===== src/rtl/memory_arbiter_pkg.sv =====
// Shared types and defaults for the two-requester memory arbiter.
package memory_arbiter_pkg;

    localparam int DEFAULT_ADDR_W         = 32;
    localparam int DEFAULT_DATA_W         = 32;
    localparam int DEFAULT_TIMEOUT_CYCLES = 16;

    typedef enum logic [1:0] {
        IDLE  = 2'd0,
        FETCH = 2'd1,
        DATA  = 2'd2
    } state_t;

    // Identifies which requester owned the most recent completed grant.
    typedef enum logic {
        OWNER_FETCH = 1'b0,
        OWNER_DATA  = 1'b1
    } owner_t;

endpackage


===== src/rtl/memory_arbiter_watchdog.sv =====
// Counts cycles spent waiting on memory; expire flags the final allowed cycle.
// Only instantiated when MEMORY_ARBITER_TIMEOUT_EN is defined.
module memory_arbiter_watchdog
    import memory_arbiter_pkg::*;
#(
    parameter int LIMIT = DEFAULT_TIMEOUT_CYCLES
) (
    input  logic clk,
    input  logic reset_n,
    input  logic clear,
    input  logic count_en,
    output logic expire
);

    logic [7:0] count;

    always_ff @(posedge clk) begin
        if (!reset_n || clear) begin
            count <= '0;
        end else if (count_en) begin
            count <= count + 8'd1;
        end
    end

    // High during the LIMIT-th consecutive counted cycle.
    assign expire = count_en && (count == 8'(LIMIT - 1));

endmodule


===== src/rtl/memory_arbiter.sv =====
// Arbitrates an instruction-fetch port and a data port onto one memory port.
// Define MEMORY_ARBITER_TIMEOUT_EN to enable the memReady watchdog.
module memory_arbiter
    import memory_arbiter_pkg::*;
#(
    parameter int ADDR_W         = DEFAULT_ADDR_W,
    parameter int DATA_W         = DEFAULT_DATA_W,
    parameter int TIMEOUT_CYCLES = DEFAULT_TIMEOUT_CYCLES
) (
    input  logic              clk,
    input  logic              resetN,
    input  logic              fetchReq,
    input  logic [ADDR_W-1:0] fetchAddr,
    output logic              fetchAck,
    output logic [DATA_W-1:0] fetchData,
    input  logic              dataReq,
    input  logic              dataWrite,
    input  logic [ADDR_W-1:0] dataAddr,
    input  logic [DATA_W-1:0] dataWriteData,
    output logic              dataAck,
    output logic [DATA_W-1:0] dataReadData,
    output logic              memReq,
    output logic              memWrite,
    output logic [ADDR_W-1:0] memAddr,
    output logic [DATA_W-1:0] memWriteData,
    input  logic [DATA_W-1:0] memReadData,
    input  logic              memReady,
    output logic              busy,
    output logic              timeoutError
);

    if (TIMEOUT_CYCLES < 2 || TIMEOUT_CYCLES > 255) begin : g_bad_timeout
        $error("memory_arbiter: TIMEOUT_CYCLES must be in 2..255");
    end

    state_t state;
    owner_t last_grant;
    logic   fetch_pending;
    logic   data_pending;
    logic   grant_fetch;
    logic   grant_data;
    logic   finish;
    logic   timed_out;

    // A requester whose ack is on the bus this cycle is still holding its
    // request line; it only becomes eligible again one cycle later.
    assign fetch_pending = fetchReq && !fetchAck;
    assign data_pending  = dataReq && !dataAck;
    assign grant_data    = data_pending && (!fetch_pending || last_grant == OWNER_FETCH);
    assign grant_fetch   = fetch_pending && !grant_data;

`ifdef MEMORY_ARBITER_TIMEOUT_EN
    logic expire;

    memory_arbiter_watchdog #(
        .LIMIT(TIMEOUT_CYCLES)
    ) u_watchdog (
        .clk      (clk),
        .reset_n  (resetN),
        .clear    (!memReq),
        .count_en (memReq),
        .expire   (expire)
    );

    assign timed_out = expire && !memReady;
`else
    assign timed_out = 1'b0;
`endif

    assign finish = memReady || timed_out;

    // NOTE: every register here uses <= so all of them update from the same
    // pre-edge values; mixing in = would make results depend on statement order.
    always_ff @(posedge clk) begin
        if (!resetN) begin
            state        <= IDLE;
            last_grant   <= OWNER_FETCH;
            fetchAck     <= 1'b0;
            fetchData    <= '0;
            dataAck      <= 1'b0;
            dataReadData <= '0;
            memReq       <= 1'b0;
            memWrite     <= 1'b0;
            memAddr      <= '0;
            memWriteData <= '0;
            busy         <= 1'b0;
            timeoutError <= 1'b0;
        end else begin
            fetchAck     <= 1'b0;
            dataAck      <= 1'b0;
            timeoutError <= 1'b0;

            case (state)
                IDLE: begin
                    if (grant_data) begin
                        state        <= DATA;
                        busy         <= 1'b1;
                        memReq       <= 1'b1;
                        memWrite     <= dataWrite;
                        memAddr      <= dataAddr;
                        memWriteData <= dataWriteData;
                    end else if (grant_fetch) begin
                        state    <= FETCH;
                        busy     <= 1'b1;
                        memReq   <= 1'b1;
                        memWrite <= 1'b0;
                        memAddr  <= fetchAddr;
                    end
                end

                FETCH, DATA: begin
                    if (finish) begin
                        state        <= IDLE;
                        busy         <= 1'b0;
                        memReq       <= 1'b0;
                        memWrite     <= 1'b0;
                        timeoutError <= timed_out;
                        if (state == FETCH) begin
                            last_grant <= OWNER_FETCH;
                            fetchAck   <= 1'b1;
                            fetchData  <= timed_out ? '0 : memReadData;
                        end else begin
                            last_grant <= OWNER_DATA;
                            dataAck    <= 1'b1;
                            // A completed store leaves the last load result in place.
                            if (timed_out) begin
                                dataReadData <= '0;
                            end else if (!memWrite) begin
                                dataReadData <= memReadData;
                            end
                        end
                    end
                end

                default: begin
                    state  <= IDLE;
                    busy   <= 1'b0;
                    memReq <= 1'b0;
                end
            endcase
        end
    end

endmodule


===== config.mk =====
export PLATFORM = sky130hd
export DESIGN_NAME = memory_arbiter
export DESIGN_NICKNAME = d
export VERILOG_FILES = /design/src/rtl/memory_arbiter_pkg.sv /design/src/rtl/memory_arbiter_watchdog.sv /design/src/rtl/memory_arbiter.sv
export SDC_FILE = /design/constraint.sdc
export NUM_CORES = 1
export LEC_CHECK = 0
export ABC_AREA = 1
export CORE_MARGIN = 4
export CORE_UTILIZATION = 30
export CTS_BUF_LIST = sky130_fd_sc_hd__clkbuf_8
export DETAILED_ROUTE_END_ITERATION = 8
export DONT_BUFFER_PORTS = 1
export HOLD_SLACK_MARGIN = 0.02
export PLACE_DENSITY = 0.46
export SYNTH_ARGS = -nofsm -noshare
export SYNTH_HDL_FRONTEND = slang
export SYNTH_HIERARCHICAL = 1
export SYNTH_SLANG_ARGS = --single-unit

===== constraint.sdc =====
create_clock -name clk -period 1.35 [get_ports clk]
set_input_delay 0.135 -clock clk [delete_from_list [all_inputs] [get_ports clk]]
set_output_delay 0.135 -clock clk [all_outputs]
set_load 0.01 [all_outputs]

==> flow_summary_export.csv, run 1 <==
group,metric,value,unit
synth,synth_seq_cells,135,
cells_and_area,final_layout_size_suffix_gt1_share,14.22,%
power_and_ir_drop,vdd_drop_max,771.5,µV
hold_path,whs_path_depth,2,
outcome,status,"finished, violations left",
floorplan,ios,268,
critical_path,path_class,"register to register",
floorplan,die-area,20330,µm²
critical_path,worstSetupStartpointType,"register",
flow_run,cap_violations,0,
critical_path,crit_arrival,1830,ps
clock_tree,cts_buffer_depth,2,
synth,syn_nets,888,
sta,rsz0062_at_grt,"true",
hold_path,hold_path.class,"input port to register",
floorplan,die_w,142.6,µm
critical_path,r2r-start,"state[0]",
critical_path,reg2reg_slack,-110,ps
synth,async_flop_share,0,%
synth,synth_area_leader_cell,"dfxtp_1",
synth,synth.area.top_cells,"dfxtp_1 50%, nor2_1 13%, nand3_1 6.2%, o21ai_0 5.7%, nand2_1 5.6%",
grt,antenna_found_initial,0,
detailed_routing,initialDrtViolationCount,273,
hold_path,min_from,"resetN",
grt,first_global_vias,5086,
detailed_routing,wl_per_cell,16.52,µm
detailed_routing,route.vias.total,5289,
synth,ys_warn_count,6,
floorplan,start_util,30.98,%
synth,synth_top_area_share,49.75,%
critical_path,crit_fanout,8,
sta,fin_crit,1461,ps
grt,grt_max_degree,99,
synth,synth_edf_count,0,
cells_and_area,layout.nets,1002,
clock_tree,cts_buffers,17,
floorplan,num_rows,48,
cells_and_area,insertedDiodeCount,0,
synth,synth-simple-area-share,26.81,%
power_and_ir_drop,power_density,1495,nW/µm²
detailed_routing,ant_nets,0,
critical_path,critPathRequiredTime,1720,ps
detailed_routing,firstDrtPassIters,5,
placed_design,dpl.cell_count,955,
synth,syn_inst,752,
synth,synthXorXnorAreaFrac,0,%
sta,setup_tns,-2644,ps
placed_design,io_buffer_count,0,
sta,finalCritPeriodShare,108.3,%
clock_tree,path_clk_slew,90,ps
clock_tree,cts-root-buf,"clkbuf_8",
synth,synth_most_common_cell,"nor2_1",
synth,netlist_top_cells_count,"193 x nor2_1, 135 x dfxtp_1, 81 x nand2_1, 77 x inv_1, 67 x nand3_1",
floorplan,die_h,142.6,µm
grt,track_usage,16.05,%
synth,synth_area,5433,µm²
synth,synth_cell_types,22,
critical_path,r2r_end,"dataReadData[6]",
synth,ys_seq_area_share,49.75,%
sta,slew_violations,0,
synth,synth_compound_area_share,12.25,%
cells_and_area,nFillCells,1730,
hold_path,whs_endpoint,"dataReadData[13]",
cells_and_area,layout.cells.non_filler,1104,
detailed_routing,vias_per_cell,4.791,
clock_tree,cts_sinks,135,
sta,finalHoldViolations,98,
clock_tree,insertion_delay,450,ps
cells_and_area,syn2layout_area_growth,39.59,%
power_and_ir_drop,p_leak,3.396,nW
detailed_routing,drc,0,
critical_path,critPathCaptureType,"register",
synth,syn_area_per_cell,7.224,µm²
floorplan,core_area,17540,µm²
outcome,violations,"hold timing, setup timing",
placed_design,place_ws,-129.4,ps
sta,finClkSkew,18.43,ps
placed_design,place_congestion,0.8603,
placed_design,post-dp-hpwl,11.60,mm
power_and_ir_drop,total_power,11.33,mW
synth,muxShareOfSynthArea,0,%
detailed_routing,wl,18.24,mm
synth,ys.flop_type,"dfxtp_1",
grt,overflow,0,
sta,setup_ws,-111.5,ps
synth,synth_adder_area_share,0.4606,%
sta,max_freq,0.6842,GHz
critical_path,r2r_cells,10,
clock_tree,htreeDepth,4,
clock_tree,cts_tree,"built",
grt,grt_pass1_wl,25.98,mm
sta,fin_worst_hold_slack,-196.9,ps
sta,final-setup-viol-count,32,
synth,synth_top_family_by_area,"simple AND/OR/NAND/NOR gates",
-- layout by cell type, fill, tap and decap left out, drive strengths merged --
cell type	count
clkinvlp	3
clkinv	1
nor3	1
nand3	68
ha	2
inv	89
buf	34
clkbuf	22
nand2	86
a21oi	37
nor2	198
dlygate4sd3	103
bufinv	3
o21ai	96
conb	1
dfxtp	135
-- worst max path at each step --
stage | startpoint | endpoint | slack (ps) | depth (start not counted)
final | state[0] | dataReadData[6] | -110 | 10
after global routing | state[0] | dataReadData[23] | -190 | 10
after CTS | state[0] | dataReadData[3] | -120 | 10
after detailed placement | state[0] | dataReadData[18] | -130 | 10
after global placement | state[0] | dataReadData[22] | -90 | 10
after floorplan | state[0] | dataReadData[10] | -10 | 10
-- per-layer routing --
layer / global-route usage [%] / share of wire [%] / up-vias
met4: 6.153 / 2.0 / 0
met2: 27.05 / 48 / 257
met3: 7.897 / 12 / 22
met1: 17.33 / 38 / 2414
met5: 0 / 0 / -
li1: - / - / 2596
-- through the flow --
step	instance area (µm²)	hold slack [ps]	util, %
after CTS	7153	-217.5	40.79
after global placement	5751	270.8	32.79
after global routing	7584	-225.9	43.24
final	7584	-196.9	43.24
after detailed placement	5751	279.6	32.79
after floorplan	5469	269.9	-
-- cells by family (layout without fill, tap and decap cells) --
family | Yosys count | count (layout)
buffers and inverters | 131 | 255
flip-flops | 135 | 135
AO/OA/AOI/OAI | 133 | 133
adder cells (fa/ha/maj) | 2 | 2
other | 1 | 1
AND/OR/NAND/NOR | 350 | 353
-- area by class of cell --
class / count / area (µm²) / area share (%)
sequential: 135 / 2706 / 35.69
multi-input combinational: 489 / 2328 / 30.70
timing repair buffer: 141 / 1520 / 20.05
inverter: 82 / 315.3 / 4.158
tap: 225 / 281.5 / 3.712
clock buffer: 18 / 247.7 / 3.267
clock inverter: 14 / 183.9 / 2.425
-- power breakdown --
group	total [mW]	internal (mW)	leakage, nW	switching [mW]
combinational	2.46	1.12	2.07	1.34
clock	3.66	1.93	0.211	1.73
sequential	5.22	4.54	1.11	0.684
total	11.3	7.58	3.40	3.75
-- state kept, by name, summed over array words and instances (netlist names) --
register      count
last_grant        1
fetchAck          1
memWrite          1
fetchData        32
busy              1
dataReadData     32
memAddr          32
state             2
dataAck           1
memWriteData     32
-- worst max-delay path, stage by stage (launching register included) --
cell and delay, ps:
dfxtp_2 360, inv_2 50, ha_4 260, nand2_2 50, inv_2 60, nand2_4 50, nor2_4 120, buf_6 130
clkbuf_16 150, o21ai_0 70, nor2_1 80
-- repair_timing --
item | 4_1_cts | 5_1_grt
gates resized for setup | 10 | 69
endpoints found under the hold margin | 135 | 99
setup endpoints to repair | 70 | 117
pin swaps | 2 | 8
cloned | 1 | 6
setup buffers | 0 | 7
hold buffers | 93 | 10
Power figures use the tool's default switching activity.
==> run 2, diff against run 1 <==
--- a/config.mk
+++ b/config.mk
@@ -12,7 +12,6 @@
 export DETAILED_ROUTE_END_ITERATION = 8
 export DONT_BUFFER_PORTS = 1
 export HOLD_SLACK_MARGIN = 0.02
-export PLACE_DENSITY = 0.46
 export SYNTH_ARGS = -nofsm -noshare
 export SYNTH_HDL_FRONTEND = slang
 export SYNTH_HIERARCHICAL = 1
==> run 2 against run 1 <==
  * The run still ends with hold timing, setup timing left
  * Sequential share of layout area is 0.15 points higher
  * First-iteration DRC count down 42%
  * Routed wire length fell by 2.4%
  * Sequential power hardly changed
  * Worst hold slack improved by 17 ps
  * Global-route usage hardly changed
==> flow_summary_export.csv, run 2 (synthesis gave the netlist of run 1 again) <==
group,metric,value,unit
outcome,status,"finished, violations left",
outcome,violations,"hold timing, setup timing",
sta,finalCritPeriodShare,108.4,%
cells_and_area,final_common_cell,"nor2_1",
floorplan,die_w,142.6,µm
clock_tree,cts-root-buf,"clkbuf_8",
detailed_routing,drc,0,
critical_path,cp-startpoint,"state[0]",
cells_and_area,seqCellArea,2706,µm²
cells_and_area,fin_area,7552,µm²
power_and_ir_drop,power_density,1469,nW/µm²
critical_path,r2r_end,"dataReadData[1]",
sta,rsz0062_at_grt,"true",
cells_and_area,multi_input_area,2302,µm²
critical_path,critPathCapture,"dataReadData[1]",
cells_and_area,insertedDiodeCount,0,
floorplan,core_area,17540,µm²
sta,fin_worst_hold_slack,-179.6,ps
critical_path,critPathCaptureType,"register",
hold_path,hold_path.class,"input port to register",
clock_tree,cts_buffer_depth,2,
critical_path,critPathRequiredTime,1720,ps
cells_and_area,most-common-layout-cells,"186 x nor2_1, 132 x dfxtp_1, 113 x dlygate4sd3_1",
sta,max_freq,0.6832,GHz
sta,setup_ws,-113.8,ps
critical_path,r2r_cells,10,
detailed_routing,wl_per_cell,16.13,µm
floorplan,num_rows,48,
grt,track_usage,16.01,%
sta,final-setup-viol-count,32,
clock_tree,htreeDepth,4,
floorplan,die-area,20330,µm²
grt,grt_pass1_wl,25.92,mm
critical_path,crit_arrival,1830,ps
grt,antenna_found_initial,0,
detailed_routing,vias_per_cell,4.690,
detailed_routing,wl,17.81,mm
critical_path,reg2reg_slack,-110,ps
sta,finClkSkew,10.41,ps
sta,fin_crit,1464,ps
grt,grt_max_degree,99,
detailed_routing,firstDrtPassIters,5,
clock_tree,cts_sinks,135,
critical_path,path_class,"register to register",
placed_design,io_buffer_count,0,
clock_tree,cts_tree,"built",
cells_and_area,nFillCells,1735,
placed_design,place_area,5705,µm²
grt,overflow,0,
power_and_ir_drop,vdd_drop_max,1142,µV
detailed_routing,initialDrtViolationCount,158,
sta,finalHoldViolations,98,
clock_tree,cts_buffers,17,
cells_and_area,layout.nets,1002,
critical_path,r2r-start,"state[0]",
floorplan,start_util,30.98,%
placed_design,place_congestion,0.7829,
flow_run,cap_violations,0,
floorplan,ios,268,
sta,slew_violations,0,
grt,first_global_vias,4871,
cells_and_area,syn2layout_area_growth,39.01,%
detailed_routing,route.vias.total,5178,
floorplan,die_h,142.6,µm
critical_path,worstSetupStartpointType,"register",
placed_design,post-dp-hpwl,10.81,mm
critical_path,crit_fanout,11,
cells_and_area,final_layout_size_suffix_gt1_share,11.60,%
clock_tree,path_clk_slew,90,ps
power_and_ir_drop,p_leak,3.363,nW
detailed_routing,ant_nets,0,
clock_tree,insertion_delay,440,ps
-- run 2: cell count changes in the layout (fill, tap and decap cells not counted), sizes merged, moves of 3 or more --
cell / change
dlygate4sd3: +10
buf: -7
clkinv: +3
clkbuf: -3
-- run 2: power by group --
group          total (mW)  switching [mW]  internal [mW]
clock                3.50            1.66           1.84
combinational        2.39            1.31           1.07
sequential           5.21           0.674           4.54
total                11.1            3.64           7.45
-- run 2: stage by stage --
step | cells | setup slack (ps) | power [mW] | setup TNS, ps | utilization [%]
CTS | 1088 | -90.09 | 10.95 | -2081 | 41.22
floorplan | 752 | -10.95 | 6.579 | -318.5 | -
detailed placement | 949 | -220.2 | 7.077 | -6003 | 32.53
global route | 1104 | -183.4 | 11.80 | -5278 | 43.07
global placement | 949 | -156.3 | 7.035 | -4660 | 32.53
finish | 1104 | -113.8 | 11.09 | -2676 | 43.07
-- run 2: layout make-up --
cell class | instances | area share (%)
clock buffer | 17 | 3.098
clock inverter | 15 | 2.386
inverter | 82 | 4.307
multi-input combinational | 488 | 30.48
sequential | 135 | 35.84
tap | 225 | 3.728
timing repair buffer | 142 | 20.16
-- run 2: how the worst min path moves through the flow --
stage | from | to | slack (ps) | cells past startpoint
3_3_place_gp | memReadData[31] | dataReadData[31] | 270 | 2
2_1_floorplan | memReadData[20] | dataReadData[20] | 270 | 2
3_5_place_dp | memReadData[4] | dataReadData[4] | 280 | 2
6_report | memReadData[21] | dataReadData[21] | -180 | 2
4_1_cts | resetN | fetchData[22] | -210 | 2
5_1_grt | resetN | dataReadData[15] | -230 | 2
-- run 2: what timing repair did --
item / CTS / global route
endpoints found under the setup margin: 40 / 85
buffers inserted: 0 / 5
cloned: 1 / 4
hold endpoints to repair: 133 / 100
hold buffers: 106 / 7
resized for setup: 15 / 53
pin swaps: 3 / 17
-- run 2: worst max-delay path, stage by stage, from the launching register on --
cell and delay (ps):
dfxtp_2 350, inv_2 50, ha_4 260, nand2_2 50
inv_2 60, nand2_4 50, nor2_4 120, buf_6 140
clkbuf_16 160, o21ai_0 70, nor2_1 80
-- run 2: layer usage --
layer  routed length [µm]  vias up  track usage [%]
li1                     -     2595                -
met1                 6653     2335            17.17
met2                 8879      229            26.95
met3                 1988       19            8.770
met4                  284        0            5.203
met5                    0        -                0
